<file path="config.mk">
export PLATFORM = sky130hd
export DESIGN_NAME = dec_scheduler
export DESIGN_NICKNAME = d
export VERILOG_FILES = /design/src/rtl/dec_pkg.sv /design/src/rtl/dec_bcd_step.sv /design/src/rtl/dec_scheduler.sv
export SDC_FILE = /design/constraint.sdc
export NUM_CORES = 1
export LEC_CHECK = 0
export CORE_MARGIN = 4
export CORE_UTILIZATION = 48
export CTS_CLUSTER_DIAMETER = 200
export DETAILED_ROUTE_END_ITERATION = 12
export PLACE_DENSITY = 0.91
export SLEW_MARGIN = 20
export SYNTH_ARGS = -nofsm -noshare
export SYNTH_HDL_FRONTEND = slang
export SYNTH_SLANG_ARGS = --single-unit
</file>
<file path="constraint.sdc">
create_clock -name clk -period 1.9 [get_ports clk]
set_clock_uncertainty 0.05 [all_clocks]
set_input_delay 0.475 -clock clk [delete_from_list [all_inputs] [get_ports clk]]
set_output_delay 0.475 -clock clk [all_outputs]
set_load 0.02 [all_outputs]
</file>
<file path="src/rtl/dec_pkg.sv">
// rtl/dec_pkg.sv - shared types and constants for the decimal conversion scheduler
package dec_pkg;

   typedef enum logic [1:0] {
      S_IDLE    = 2'd0,
      S_CONVERT = 2'd1,
      S_DONE    = 2'd2
   } dec_state_t;

   localparam int         DATA_WIDTH = 12;
   localparam int         BCD_WIDTH  = 16;
   localparam int         STEP_WIDTH = 4;
   localparam int         LAST_STEP  = 11;
   localparam logic [7:0] ASCII_ZERO = 8'h30;

endpackage

</file>
<file path="src/rtl/dec_bcd_step.sv">
// rtl/dec_bcd_step.sv - one double-dabble iteration: add-3 correction then shift in one bit
module dec_bcd_step
   import dec_pkg::*;
(
   input  logic [BCD_WIDTH-1:0] digits,
   input  logic                 bit_in,
   output logic [BCD_WIDTH-1:0] digits_next
);

   logic [BCD_WIDTH-1:0] corrected;

   always_comb begin
      corrected = digits;
      for (int n = 0; n < BCD_WIDTH / 4; n++) begin
         if (digits[4*n +: 4] >= 4'd5) begin
            corrected[4*n +: 4] = digits[4*n +: 4] + 4'd3;
         end
      end
      digits_next = {corrected[BCD_WIDTH-2:0], bit_in};
   end

endmodule

</file>
<file path="src/rtl/dec_scheduler.sv">
// rtl/dec_scheduler.sv - round-robin sharing of one binary-to-BCD engine among 12-bit requesters
module dec_scheduler
   import dec_pkg::*;
#(
   parameter  int CHANNELS = 4,
   localparam int CW       = $clog2(CHANNELS)
)(
   input  logic                           clk,
   input  logic                           resetn,
   input  logic [CHANNELS-1:0]            req,
   input  logic [DATA_WIDTH*CHANNELS-1:0] value,
   output logic [CHANNELS-1:0]            ack,
   output logic                           busy,
   output logic                           resultValid,
   output logic [CW-1:0]                  resultChannel,
   output logic [7:0]                     thousands,
   output logic [7:0]                     hundreds,
   output logic [7:0]                     tens,
   output logic [7:0]                     units
);

   localparam logic [CHANNELS-1:0] ONE_HOT0 = CHANNELS'(1);

   dec_state_t             state;
   logic [CW-1:0]          rr_ptr;
   logic [CW-1:0]          granted;
   logic [DATA_WIDTH-1:0]  shift_reg;
   logic [BCD_WIDTH-1:0]   digits;
   logic [BCD_WIDTH-1:0]   digits_next;
   logic [STEP_WIDTH-1:0]  step;

   logic                   grant_any;
   logic [CW-1:0]          grant_idx;
   logic [DATA_WIDTH-1:0]  grant_value;
   int                     cand;

   // First set request at or above rr_ptr, wrapping; the last winner sits at the bottom.
   always_comb begin
      grant_any = 1'b0;
      grant_idx = '0;
      cand      = 0;
      for (int k = 0; k < CHANNELS; k++) begin
         cand = (int'(rr_ptr) + k) % CHANNELS;
         if (!grant_any && req[CW'(cand)]) begin
            grant_any = 1'b1;
            grant_idx = CW'(cand);
         end
      end
      grant_value = value[DATA_WIDTH*int'(grant_idx) +: DATA_WIDTH];
   end

   dec_bcd_step u_step (
      .digits      (digits),
      .bit_in      (shift_reg[DATA_WIDTH-1]),
      .digits_next (digits_next)
   );

   always_ff @(posedge clk or negedge resetn) begin
      if (!resetn) begin
         state         <= S_IDLE;
         rr_ptr        <= '0;
         granted       <= '0;
         shift_reg     <= '0;
         digits        <= '0;
         step          <= '0;
         busy          <= 1'b0;
         ack           <= '0;
         resultValid   <= 1'b0;
         resultChannel <= '0;
         thousands     <= ASCII_ZERO;
         hundreds      <= ASCII_ZERO;
         tens          <= ASCII_ZERO;
         units         <= ASCII_ZERO;
      end else begin
         ack         <= '0;
         resultValid <= 1'b0;
         case (state)
            S_IDLE: begin
               if (grant_any) begin
                  granted   <= grant_idx;
                  shift_reg <= grant_value;
                  digits    <= '0;
                  step      <= '0;
                  busy      <= 1'b1;
                  state     <= S_CONVERT;
               end
            end
            S_CONVERT: begin
               digits    <= digits_next;
               shift_reg <= shift_reg << 1;
               if (step == STEP_WIDTH'(LAST_STEP)) begin
                  state <= S_DONE;
               end else begin
                  step <= step + 1'b1;
               end
            end
            S_DONE: begin
               thousands     <= ASCII_ZERO + {4'd0, digits[15:12]};
               hundreds      <= ASCII_ZERO + {4'd0, digits[11:8]};
               tens          <= ASCII_ZERO + {4'd0, digits[7:4]};
               units         <= ASCII_ZERO + {4'd0, digits[3:0]};
               resultChannel <= granted;
               resultValid   <= 1'b1;
               ack           <= ONE_HOT0 << granted;
               busy          <= 1'b0;
               rr_ptr        <= (granted == CW'(CHANNELS - 1)) ? '0 : granted + 1'b1;
               state         <= S_IDLE;
            end
            default: state <= S_IDLE;
         endcase
      end
   end

endmodule

</file>
== Word-level counts from Yosys, hierarchy flattened ==
Cells that the tools add are included.

* $lt $le $gt $ge: 8
* Multiply operators: 1
* Mux-type cells: 39
* Shift-type cells: 2
* Add/sub/neg operators: 13
* Reduce and logical (&&, ||, !) cells: 14
* Eq/ne operators: 7

{| class="wikitable"
|+ Operator list
! cell !! count
|-
| $shiftx A48 B7 Y12 || 1
|-
| $pmux W16 S2 || 1
|-
| $add A6 B4 Y7 const A || 4
|-
| $mux W4 || 6
|-
| $pmux W12 S2 || 1
|-
| $ge A4 B3 Y1 const B || 4
|-
| $lt A2 B4 Y1 const B || 4
|-
| $mux W16 || 1
|-
| $mux W1 || 14
|-
| $mux W2 || 7
|-
| $add A4 B2 Y4 const B || 3
|-
| $mux W12 || 1
|-
| $bmux W1 S2 || 4
|-
| $pmux W4 S2 || 1
|-
| $reduce_and A2 Y1 || 4
|-
| $ne A2 B2 Y1 const B || 3
|-
| $add A2 B1 Y2 const B || 2
|-
| $add A2 B2 Y2 const B || 2
|-
| $add A4 B1 Y4 const B || 1
|-
| $eq A2 B2 Y1 const B || 2
|-
| $eq A4 B4 Y1 const B || 1
|-
| $mul A2 B2 Y4 const A || 1
|-
| $pmux W2 S2 || 1
|-
| $reduce_bool A2 Y1 || 2
|-
| other kinds (9) || 13
|}

* Logic and storage cells: 98
* Input bits: 54
* Output and inout bits: 40
* Flip-flop bits (word level): 78

== Logic depth before layout (Yosys ltp) ==
Gate-level depths: netlist (run 1).

* Word-level depth: 17
* Mapped depth: 7
* Gate-level depth less buffers: 7

== By module ==
Synthesis (run 1) repeated with hierarchy kept, for this count alone.

* Cell total of the unflattened synthesis: 377
* Area, all modules: 3395.8 um^2

{| class="wikitable"
|+ By module, submodules not included
! module !! cells each !! area an instance (um^2) !! times used !! seq. area each (um^2)
|-
| dec_scheduler || 316 || 3002.9 || 1 || 1551.5
|-
| dec_bcd_step || 61 || 392.9 || 1 || 0.0
|}

== Least setup slack after synthesis (run 1) ==
OpenSTA, ideal clock, no wires.

* Path type: in2reg
* Start: input req[1]
* End: register shift_reg[4]
* Stages on the path: 7
* Setup slack: 0.268 ns
* Library setup time: 0.139 ns
* Required time: 1.711 ns
* Data arrival time: 1.443 ns
* Path buffers: 2
* Cell sequence: nand2b_1 > a21oi_1 > a211o_1 > buf_6 > buf_12 > mux2i_1 > o221ai_1

* Longest elaborated chain between the ends: 17
* Elaborated cells on any way between the ends: 32
* Classes of those cells: mul: 1; eq/ne: 1; shift: 1; mux: 22; reduce/logical: 7

{| class="wikitable"
|+ RTL lines
! item !! line !! RTL
|-
| from (decl) || dec_scheduler.sv:10 || <nowiki>input logic [CHANNELS-1:0] req,</nowiki>
|-
| $bmux W1 S2 || dec_scheduler.sv:44 || <nowiki>if (!grant_any && req[CW'(cand)]) begin</nowiki>
|-
| $mux W1 (implied by the code) (2 in series) || dec_scheduler.sv:44 ||
|-
| $mux W1 || dec_scheduler.sv:44 ||
|-
| $logic_not A1 Y1 || dec_scheduler.sv:44 ||
|-
| $logic_and A1 B1 Y1 || dec_scheduler.sv:44 ||
|-
| $mux W1 || dec_scheduler.sv:44 ||
|-
| $logic_not A1 Y1 || dec_scheduler.sv:44 ||
|-
| $logic_and A1 B1 Y1 || dec_scheduler.sv:44 ||
|-
| $mux W1 || dec_scheduler.sv:44 ||
|-
| $logic_not A1 Y1 || dec_scheduler.sv:44 ||
|-
| $logic_and A1 B1 Y1 || dec_scheduler.sv:44 ||
|-
| $mux W2 || dec_scheduler.sv:44 ||
|-
| $mul A2 B2 Y4 || dec_scheduler.sv:49 || <nowiki>grant_value = value[DATA_WIDTH*int'(grant_idx) +: DATA_WIDTH];</nowiki>
|-
| $shiftx A48 B7 Y12 || dec_scheduler.sv:49 ||
|-
| $mux W12 || dec_scheduler.sv:79 || <nowiki>if (grant_any) begin</nowiki>
|-
| $pmux W12 S2 || dec_scheduler.sv:77 || <nowiki>case (state)</nowiki>
|-
| to (signal assigned) || dec_scheduler.sv:81 || <nowiki>shift_reg <= grant_value;</nowiki>
|-
| to (signal assigned) || dec_scheduler.sv:90 || <nowiki>shift_reg <= shift_reg << 1;</nowiki>
|-
| to (decl) || dec_scheduler.sv:27 || <nowiki>logic [DATA_WIDTH-1:0] shift_reg;</nowiki>
|}

Several ways; a longest one is shown, not always the timed one. The select of a mux whose other input is x is not followed.
A chain may end at the register's enable or synchronous reset.

== Worst setup path in the final report (run 1) ==
* Start: register busy
* End: output busy

{| class="wikitable"
|+ RTL lines
! item !! line !! RTL
|-
| from (decl) || dec_scheduler.sv:13 || <nowiki>output logic busy,</nowiki>
|-
| from (signal assigned) || dec_scheduler.sv:66 || <nowiki>busy <= 1'b0;</nowiki>
|-
| from (signal assigned) || dec_scheduler.sv:84 || <nowiki>busy <= 1'b1;</nowiki>
|-
| from (signal assigned) || dec_scheduler.sv:105 || <nowiki>busy <= 1'b0;</nowiki>
|}

No word-level cell between the ends.

==> impl_metrics.csv, run 1 <==
group,metric,value,unit
outcome,outcome,"finished, final reports clean",
clock_tree,holdBufCountCts,0,
final_layout,utilization,67.66,%
global_route,antenna_found_initial,0,
floorplanning,ioPinCount,94,
clock_tree,path_clk_slew,0.07,ns
floorplanning,die_area,8196,sq um
placement,finalWeightedCongestion,0.7797,
final_layout,diodes,0,
setup_path,rr_startpoint,"rr_ptr[0]",
clock_tree,clock_path_buffers,2,
power,p_sw_share,38.81,%
setup_path,crit_chain,"clkdlybuf4s50_1",
final_layout,drive_gt1_share,9.070,%
clock_tree,h-tree-depth,3,
sta,worstMarginPinSlew,0.5121,ns
setup_path,reg2reg_slack,0.08,ns
final_layout,final_cell_mix,"71 x clkdlybuf4s50_1, 62 x dfrtp_1, 52 x nand2_1",
detailed_routing,firstDrtPassIters,6,
yosys,synthCells,338,
global_route,grt_pass1_vias,2871,
clock_tree,cts_tree,"done",
setup_path,cp-end-kind,"primary output",
final_layout,largest_register_ff_count,16,
detailed_routing,wl,8963,um
floorplanning,die_w,90.53,um
setup_path,critPathMaxStageDelay,0.61,ns
setup_path,worst-path-stages,1,
setup_path,crit_buf_inv,1,
final_layout,fill_cells,437,
power,p_int,3903,uW
yosys,avgSynthCellArea,9.673,sq um
yosys,synth_top_area_share,47.46,%
sta,period_needed,1.869,ns
setup_path,crit_end,"busy",
power,peakVddDrop,0.5122,mV
power,seqPwrFrac,35.1,%
power,p_leak,0.002129,uW
setup_path,startpoint,"busy",
sta,finalSetupViolCount,0,
setup_path,cp.arrival,1.34,ns
yosys,yosysWarnings,0,
yosys,synth-seq-area-share,47.46,%
final_layout,nNetsFinal,492,
final_layout,multi_input_area,1490,sq um
setup_path,path_delay_family,"buffers and inverters",
power,pwr-share-clk,19.7,%
global_route,grtUsageTotal,22.05,%
floorplanning,start_util,50.34,%
yosys,synth_cell_type_count,36,
setup_path,ff2ff_path_depth,7,
detailed_routing,vias,2941,
clock_tree,cts_root_buffer,"clkbuf_8",
detailed_routing,drt-wirelength-per-cell,17.68,um
sta,max_freq,535.1,MHz
floorplanning,die_y,90.53,um
yosys,synth-seq-cells,62,
floorplanning,coreArea,6495,sq um
clock_tree,cts_buffers,9,
final_layout,layout.cells.most_common,"clkdlybuf4s50_1",
clock_tree,clock_latency,0.35,ns
job,max-cap-violations,0,
sta,drv_slew,0,
min_path,hold_path.class,"input pin to async pin",
detailed_routing,initialDrtViolationCount,245,
placement,pre_cts_ws,-0.4190,ns
setup_path,crit_fanout,2,
sta,finalHoldViolCount,0,
setup_path,start_kind,"register",
sta,layout_setup_ws,0.03136,ns
sta,hold_ws,0.08052,ns
sta,slew_headroom,65.58,%
clock_tree,clkSinkCount,62,
placement,dp_hpwl,5793,um
sta,finalCritPeriodShare,98.35,%
floorplanning,rows,29,
detailed_routing,ant_nets,0,
placement,io_buffers,77,
setup_path,worst-setup-path-type,"register to primary output",
detailed_routing,viasPerCell,5.801,
global_route,grt_overflow,0,
yosys,synth_area_leaders,"dfrtp_1 47%, mux2i_1 7.3%, nand2_1 6.0%",
final_layout,final-seq-area,1551,sq um
setup_path,crit_slowest_cell,"clkdlybuf4s50_1",
yosys,syn-cell-area,3269,sq um
power,p_comb_share,45.2,%
yosys,synth_top_cell_by_area,"dfrtp_1",
detailed_routing,remaining_drc_errors,0,
setup_path,r2r_end,"shift_reg[10]",
global_route,grt_pass1_wl,14350,um
power,switching_power,2476,uW
final_layout,area_delta_synth_final,34.40,%
power,power.density,1452,nW/um^2
setup_path,required,1.37,ns
global_route,grt_max_degree,63,
[worst min-delay path by stage]
| stage | startpoint | to | slack [ns] | cells past startpoint |
|---|---|---|---|---|
| 2_1_floorplan | resetn | ack[0] | 0.13 | 0 |
| 3_3_place_gp | hundreds[2] | hundreds[2] | 0.41 | 2 |
| 3_5_place_dp | thousands[3] | thousands[3] | 0.42 | 2 |
| 4_1_cts | resetn | hundreds[2] | 0.09 | 2 |
| 5_1_grt | resetn | hundreds[3] | 0.1 | 2 |
| 6_report | resetn | tens[0] | 0.08 | 2 |
[cells in the mapped netlist, drive strengths merged]
cell	number
mux2i	24
nand2b	8
o22ai	1
inv	15
a211o	1
a21o	1
nand3b	1
nor4	1
o221ai	12
nor3b	3
nand2	52
nor2	12
a21oi	15
xnor2	4
nand4	1
a221oi	1
and3	1
o31ai	3
or3	2
clkbuf	4
and2	4
buf	29
ha	13
dfrtp	62
nor3	6
nand3	18
xor2	2
o21ai	30
conb	2
a22oi	10
[routing by layer]
| layer | global-route usage, % | up-vias | share of wire (%) |
|---|---|---|---|
| li1 | - | 1318 | - |
| met1 | 24.36 | 1410 | 36 |
| met2 | 38.23 | 161 | 52 |
| met3 | 4.000 | 52 | 5.6 |
| met4 | 15.18 | 0 | 6.0 |
| met5 | 0 | - | 0 |
[metrics by stage]
stage                     instance area, sq um  std cells  setup TNS, ns  total power, uW
after floorplan                           3322        352              0             4011
after global placement                    4128        488         -6.758             4739
after detailed placement                  4128        488         -9.565             4902
after CTS                                 4377        506              0             6279
after global routing                      4394        507      -0.007384             6764
final                                     4394        507              0             6379
[area by class of cell]
| class | count | area share (%) |
|---|---|---|
| Multi-Input combinational cell | 242 | 33.91 |
| Tap cell | 77 | 2.192 |
| Clock inverter | 3 | 0.9112 |
| Sequential cell | 62 | 35.31 |
| Timing Repair Buffer | 95 | 22.32 |
| Inverter | 15 | 1.281 |
| Clock buffer | 13 | 4.072 |
[power by group through the flow]
stage | logic (uW) | clock network (uW) | registers, uW
final | 2880 | 1260 | 2240
after global routing | 3160 | 1320 | 2280
after CTS | 2810 | 1250 | 2210
after detailed placement | 2680 | 0 | 2220
after global placement | 2550 | 0 | 2180
after floorplan | 1720 | 0 | 2290
[what timing repair did]
action	in CTS	in global routing
endpoints found under the setup margin	7	7
cloned	1	0
pin swaps	0	1
resized for setup	5	3
buffers inserted	1	1
[logic make-up (layout without fill, tap and decap cells)]
family	Yosys count	after routing	synth area share, %
AO/OA/AOI/OAI	74	74	14.05
XOR/XNOR	6	6	1.607
adder cells (fa/ha/maj)	13	13	4.975
buffers and inverters	48	126	8.802
flip-flops	62	62	47.46
multiplexers	24	24	7.348
other	2	16	0.2297
AND/OR/NAND/NOR	109	109	15.54
Power figures use the tool's default switching activity.
==> run 2, diff against run 1 <==
- CORE_UTILIZATION: 48 -> 43
- PLACE_DENSITY: 0.91 -> 0.86
- clock period: 1.9 -> 1.53 ns (I/O delays scaled with it)
==> run 2 against run 1 <==
Effect of this change:
- the run now ends with setup timing left
- wire length down 10%
- sequential power up 23%
- sequential share of layout area down 1.6 points
- sequential cell count unchanged
- global-route usage down 3.8 points
- clock-buffer cell count down 1
- power up 25%
- critical path type is now register to register
- combinational power up 37%
- highest routed layer unchanged
- clock power about the same
- non-clock buffer count up 9
- first-iteration DRC count down 29%
==> impl_metrics.csv, run 2 (same netlist as run 1, synthesis figures left out) <==
group,metric,value,unit
final_layout,nNetsFinal,501,
final_layout,area_delta_synth_final,40.72,%
final_layout,final_cell_mix,"62 x dfrtp_1, 51 x nand2_1, 48 x clkdlybuf4s50_1",
final_layout,drive_gt1_share,15.98,%
sta,drv_slew,0,
final_layout,largest_register_ff_count,16,
floorplanning,coreArea,7331,sq um
setup_path,cp.arrival,1.86,ns
power,switching_power,3115,uW
floorplanning,die_w,95.20,um
global_route,grt_overflow,0,
clock_tree,clock_path_buffers,2,
floorplanning,die_area,9062,sq um
final_layout,fin_area,4601,sq um
power,seqPwrFrac,34.5,%
setup_path,r2r_end,"shift_reg[4]",
setup_path,rr_startpoint,"rr_ptr[0]",
final_layout,final_cells,537,
detailed_routing,dr.max_layer_used,"met4",
power,pwr-share-clk,15.9,%
power,p_comb_share,49.6,%
power,p_int,4865,uW
placement,finalWeightedCongestion,0.8054,
sta,finalCritPeriodShare,111.9,%
outcome,failed_checks,"setup timing",
sta,tns,-1.363,ns
clock_tree,cts_tree,"done",
detailed_routing,firstDrtPassIters,5,
final_layout,fill_cells,590,
setup_path,required,1.68,ns
outcome,outcome,"finished with violations",
floorplanning,start_util,44.60,%
sta,layout_setup_ws,-0.1826,ns
global_route,grtUsageTotal,18.30,%
detailed_routing,vias,2814,
placement,io_buffers,77,
final_layout,diodes,0,
global_route,grt_pass1_wl,12840,um
setup_path,ff2ff_path_depth,6,
setup_path,worst-setup-path-type,"register to register",
job,max-cap-violations,0,
sta,period_needed,1.713,ns
clock_tree,holdBufCountCts,0,
clock_tree,h-tree-depth,3,
detailed_routing,viasPerCell,5.240,
setup_path,reg2reg_slack,-0.18,ns
floorplanning,ioPinCount,94,
detailed_routing,wl_met1,3223,um
clock_tree,cts_buffers,9,
sta,max_freq,583.9,MHz
setup_path,cp-end-kind,"register",
sta,finalHoldViolCount,0,
clock_tree,cts_root_buffer,"clkbuf_8",
detailed_routing,met3_length,600,um
floorplanning,die_y,95.20,um
clock_tree,clkSinkCount,62,
sta,finalSetupViolCount,12,
detailed_routing,ant_nets,0,
detailed_routing,drt-wirelength-per-cell,15.00,um
placement,placed_cell_area,4199,sq um
placement,pre_cts_ws,-0.7119,ns
detailed_routing,remaining_drc_errors,0,
power,p_leak,0.002265,uW
detailed_routing,wl,8055,um
power,peakVddDrop,0.8035,mV
global_route,grt_max_degree,63,
placement,dp.cells,511,
global_route,antenna_found_initial,0,
sta,grt_setup_unrepaired,"yes",
min_path,hold_path.class,"input pin to async pin",
setup_path,start_kind,"register",
global_route,grt_pass1_vias,2797,
final_layout,utilization,62.76,%
floorplanning,rows,31,
final_layout,layout.cells.most_common,"dfrtp_1",
detailed_routing,wl_met2,4103,um
detailed_routing,initialDrtViolationCount,173,
power,p_sw_share,39.03,%
power,power.density,1735,nW/um^2
clock_tree,path_clk_slew,0.07,ns
setup_path,crit_fanout,6,
placement,dp_hpwl,5452,um
clock_tree,clock_latency,0.33,ns
run 2: changes by cell type in the layout (fill, tap and decap cells not counted), moves of 3 or more:
| cell | previous run | this run |
|---|---|---|
| clkdlybuf4s50_1 | 71 | 48 |
| buf_4 | 12 | 17 |
| nand2b_1 | 8 | 5 |
| dlygate4sd2_1 | 4 | 28 |
| nand2b_4 | 0 | 3 |
| inv_1 | 15 | 10 |
| a21oi_2 | 1 | 4 |
| inv_2 | 0 | 5 |
| ha_1 | 13 | 9 |
| a21oi_1 | 14 | 10 |
run 2: timing repair:
action	4_1_cts	5_1_grt
gates resized for setup	36	24
pin swaps	9	8
buffers inserted	2	6
endpoints found under the setup margin	57	23
gates cloned	3	0
run 2: power by group through the flow:
| stage | clock network [uW] | registers, uW | logic [uW] |
|---|---|---|---|
| finish | 1270 | 2750 | 3960 |
| global route | 1370 | 2830 | 4380 |
| CTS | 1300 | 2710 | 3630 |
| detailed placement | 0 | 2740 | 3390 |
| global placement | 0 | 2700 | 3210 |
| floorplan | 0 | 2840 | 2150 |
run 2: cell type report:
| cell class | count | area, sq um | area share [%] |
|---|---|---|---|
| inverters | 15 | 56.30 | 1.224 |
| multi-input cells | 242 | 1613 | 35.06 |
| well taps | 99 | 123.9 | 2.692 |
| flip-flops and latches | 62 | 1551 | 33.72 |
| clock inverters | 3 | 20.02 | 0.4351 |
| clock buffers | 12 | 155.1 | 3.372 |
| repair buffers | 104 | 1081 | 23.50 |
run 2: how the worst max path moves through the flow:
stage          slack [ns]            to  depth (start not counted)      start
2_1_floorplan        0.01  shift_reg[4]                          7     req[1]
3_3_place_gp        -0.60  shift_reg[1]                          7     req[0]
3_5_place_dp        -0.71  shift_reg[6]                          7     req[0]
4_1_cts             -0.13  shift_reg[6]                          6  rr_ptr[0]
5_1_grt             -0.25  shift_reg[4]                          6  rr_ptr[0]
6_report            -0.18  shift_reg[4]                          6  rr_ptr[0]
run 2: through the flow:
step / hold slack (ns) / power [uW]
2_1_floorplan: 0.03691 / 4995
3_3_place_gp: 0.3638 / 5910
3_5_place_dp: 0.3705 / 6130
4_1_cts: 0.009529 / 7649
5_1_grt: 0.02951 / 8581
6_report: 0.004135 / 7980
run 2: worst max-delay path, cell delays in order (launching register included):
cell and delay [ns]:
dfrtp_1 0.41, nand2b_4 0.17, a21oi_4 0.06, a211o_4 0.36
buf_16 0.17, mux2i_1 0.22, o221ai_1 0.14
run 2: per-layer routing:
metal | track usage (%) | vias to the layer above
met5 | 0 | -
met4 | 8.053 | 0
li1 | - | 1338
met3 | 4.893 | 13
met2 | 31.02 | 125
met1 | 21.71 | 1338
==> run 3, diff against run 2 <==
- TNS_END_PERCENT: unset -> 30
==> run 3 against run 2 <==
Effect of this change:
- the run still ends with setup timing left
- sequential power about the same
- combinational power down 4%
- core utilization down 0.87 points
- via count down 1.5%
- largest power group unchanged
==> impl_metrics.csv, run 3 (same netlist as run 1, synthesis figures left out) <==
group,metric,value,unit
min_path,hold_path.class,"input pin to async pin",
sta,finalCritPeriodShare,111.8,%
floorplanning,coreArea,7331,sq um
placement,pre_cts_ws,-0.7119,ns
power,power.density,1720,nW/um^2
detailed_routing,wl,7811,um
setup_path,required,1.68,ns
sta,drv_slew,0,
sta,tns,-1.363,ns
floorplanning,rows,31,
power,p_leak,0.002237,uW
outcome,outcome,"finished with violations",
setup_path,rr_startpoint,"rr_ptr[0]",
global_route,grt_util_met2,31.02,%
detailed_routing,remaining_drc_errors,0,
final_layout,final_cells,532,
clock_tree,clock_latency,0.33,ns
global_route,grt-busiest-layer,"met2",
placement,dp_hpwl,5452,um
clock_tree,clock_path_buffers,2,
sta,grt_setup_unrepaired,"yes",
final_layout,utilization,61.89,%
global_route,grt_pass1_wl,12840,um
clock_tree,cts_root_buffer,"clkbuf_8",
detailed_routing,firstDrtPassIters,5,
global_route,use_met1,21.71,%
clock_tree,clkSinkCount,62,
sta,period_needed,1.711,ns
clock_tree,cts_tree,"done",
clock_tree,cts_buffers,9,
global_route,grtUsageTotal,18.30,%
power,peakVddDrop,0.7921,mV
final_layout,layout.cells.most_common,"dfrtp_1",
setup_path,cp-end-kind,"register",
placement,dp.cells,511,
global_route,grt_max_degree,63,
final_layout,diodes,0,
setup_path,reg2reg_slack,-0.18,ns
placement,finalWeightedCongestion,0.8054,
global_route,grt_overflow,0,
detailed_routing,initialDrtViolationCount,173,
setup_path,r2r_end,"shift_reg[4]",
sta,layout_setup_ws,-0.1807,ns
floorplanning,die_y,95.20,um
detailed_routing,viasPerCell,5.212,
global_route,antenna_found_initial,0,
global_route,grt_pass1_vias,2797,
sta,finalSetupViolCount,12,
sta,finalHoldViolCount,0,
outcome,failed_checks,"setup timing",
floorplanning,ioPinCount,94,
power,power,7805,uW
setup_path,start_kind,"register",
detailed_routing,drt-wirelength-per-cell,14.68,um
job,max-cap-violations,0,
setup_path,cp.arrival,1.86,ns
final_layout,area_delta_synth_final,38.77,%
setup_path,crit_fanout,6,
clock_tree,h-tree-depth,3,
detailed_routing,ant_nets,0,
setup_path,worst-setup-path-type,"register to register",
global_route,use_met3,4.893,%
final_layout,nNetsFinal,496,
floorplanning,die_w,95.20,um
setup_path,crit_end,"shift_reg[4]",
setup_path,startpoint,"rr_ptr[0]",
final_layout,largest_register_ff_count,16,
placement,io_buffers,77,
setup_path,ff2ff_path_depth,6,
final_layout,fill_cells,598,
sta,max_freq,584.6,MHz
clock_tree,path_clk_slew,0.07,ns
floorplanning,start_util,44.60,%
final_layout,drive_gt1_share,14.55,%
final_layout,final_cell_mix,"62 x dfrtp_1, 51 x nand2_1, 48 x clkdlybuf4s50_1",
floorplanning,die_area,9062,sq um
detailed_routing,vias,2773,
## run 3: how the worst min path moves through the flow
stage / from / cells after the start / end
CTS: resetn / 2 / shift_reg[8]
floorplan: resetn / 0 / ack[0]
global placement: resetn / 2 / ack[3]
finish: resetn / 2 / digits[15]
global route: resetn / 2 / digits[15]
detailed placement: resetn / 2 / ack[3]
## run 3: worst max-delay path: stages (launching register included)
cell and delay [ns]:
dfrtp_1 0.41, nand2b_4 0.17, a21oi_4 0.06, a211o_4 0.36
buf_16 0.17, mux2i_1 0.21, o221ai_1 0.13
## run 3: what timing repair did
action / 4_1_cts / 5_1_grt
hold buffers: 0 / 0
resized for setup: 36 / 20
pin swaps: 9 / 6
buffers inserted: 2 / 1
gates cloned: 3 / 0
hold endpoints to repair: 0 / 0
setup endpoints to repair: 57 / 23
## run 3: where the power goes
part           internal, uW  total [uW]  switching, uW
logic                  1860        3800           1940
clock network           664        1260            597
registers              2240        2740            502
total                  4760        7800           3040
## run 3: per-layer routing
| layer | vias up | wire, um |
|---|---|---|
| met5 | - | 0 |
| met4 | 0 | 114 |
| met3 | 12 | 593 |
| met2 | 110 | 3965 |
| met1 | 1318 | 3138 |
| li1 | 1333 | - |
## run 3: cell type report
cell class / count / area, sq um / share of cell area, %
Tap cell: 99 / 123.9 / 2.730
Clock buffer: 12 / 155.1 / 3.420
Multi-Input combinational cell: 242 / 1587 / 34.97
Clock inverter: 3 / 20.02 / 0.4413
Timing Repair Buffer: 99 / 1044 / 23.00
Sequential cell: 62 / 1551 / 34.20
Inverter: 15 / 56.30 / 1.241
## run 3: through the flow
step / cell area [sq um] / hold WS (ns)
after CTS: 4462 / 0.009529
after global placement: 4199 / 0.3638
final: 4537 / 0.008049
after detailed placement: 4199 / 0.3705
after floorplan: 3333 / 0.03691
after global routing: 4537 / 0.02951
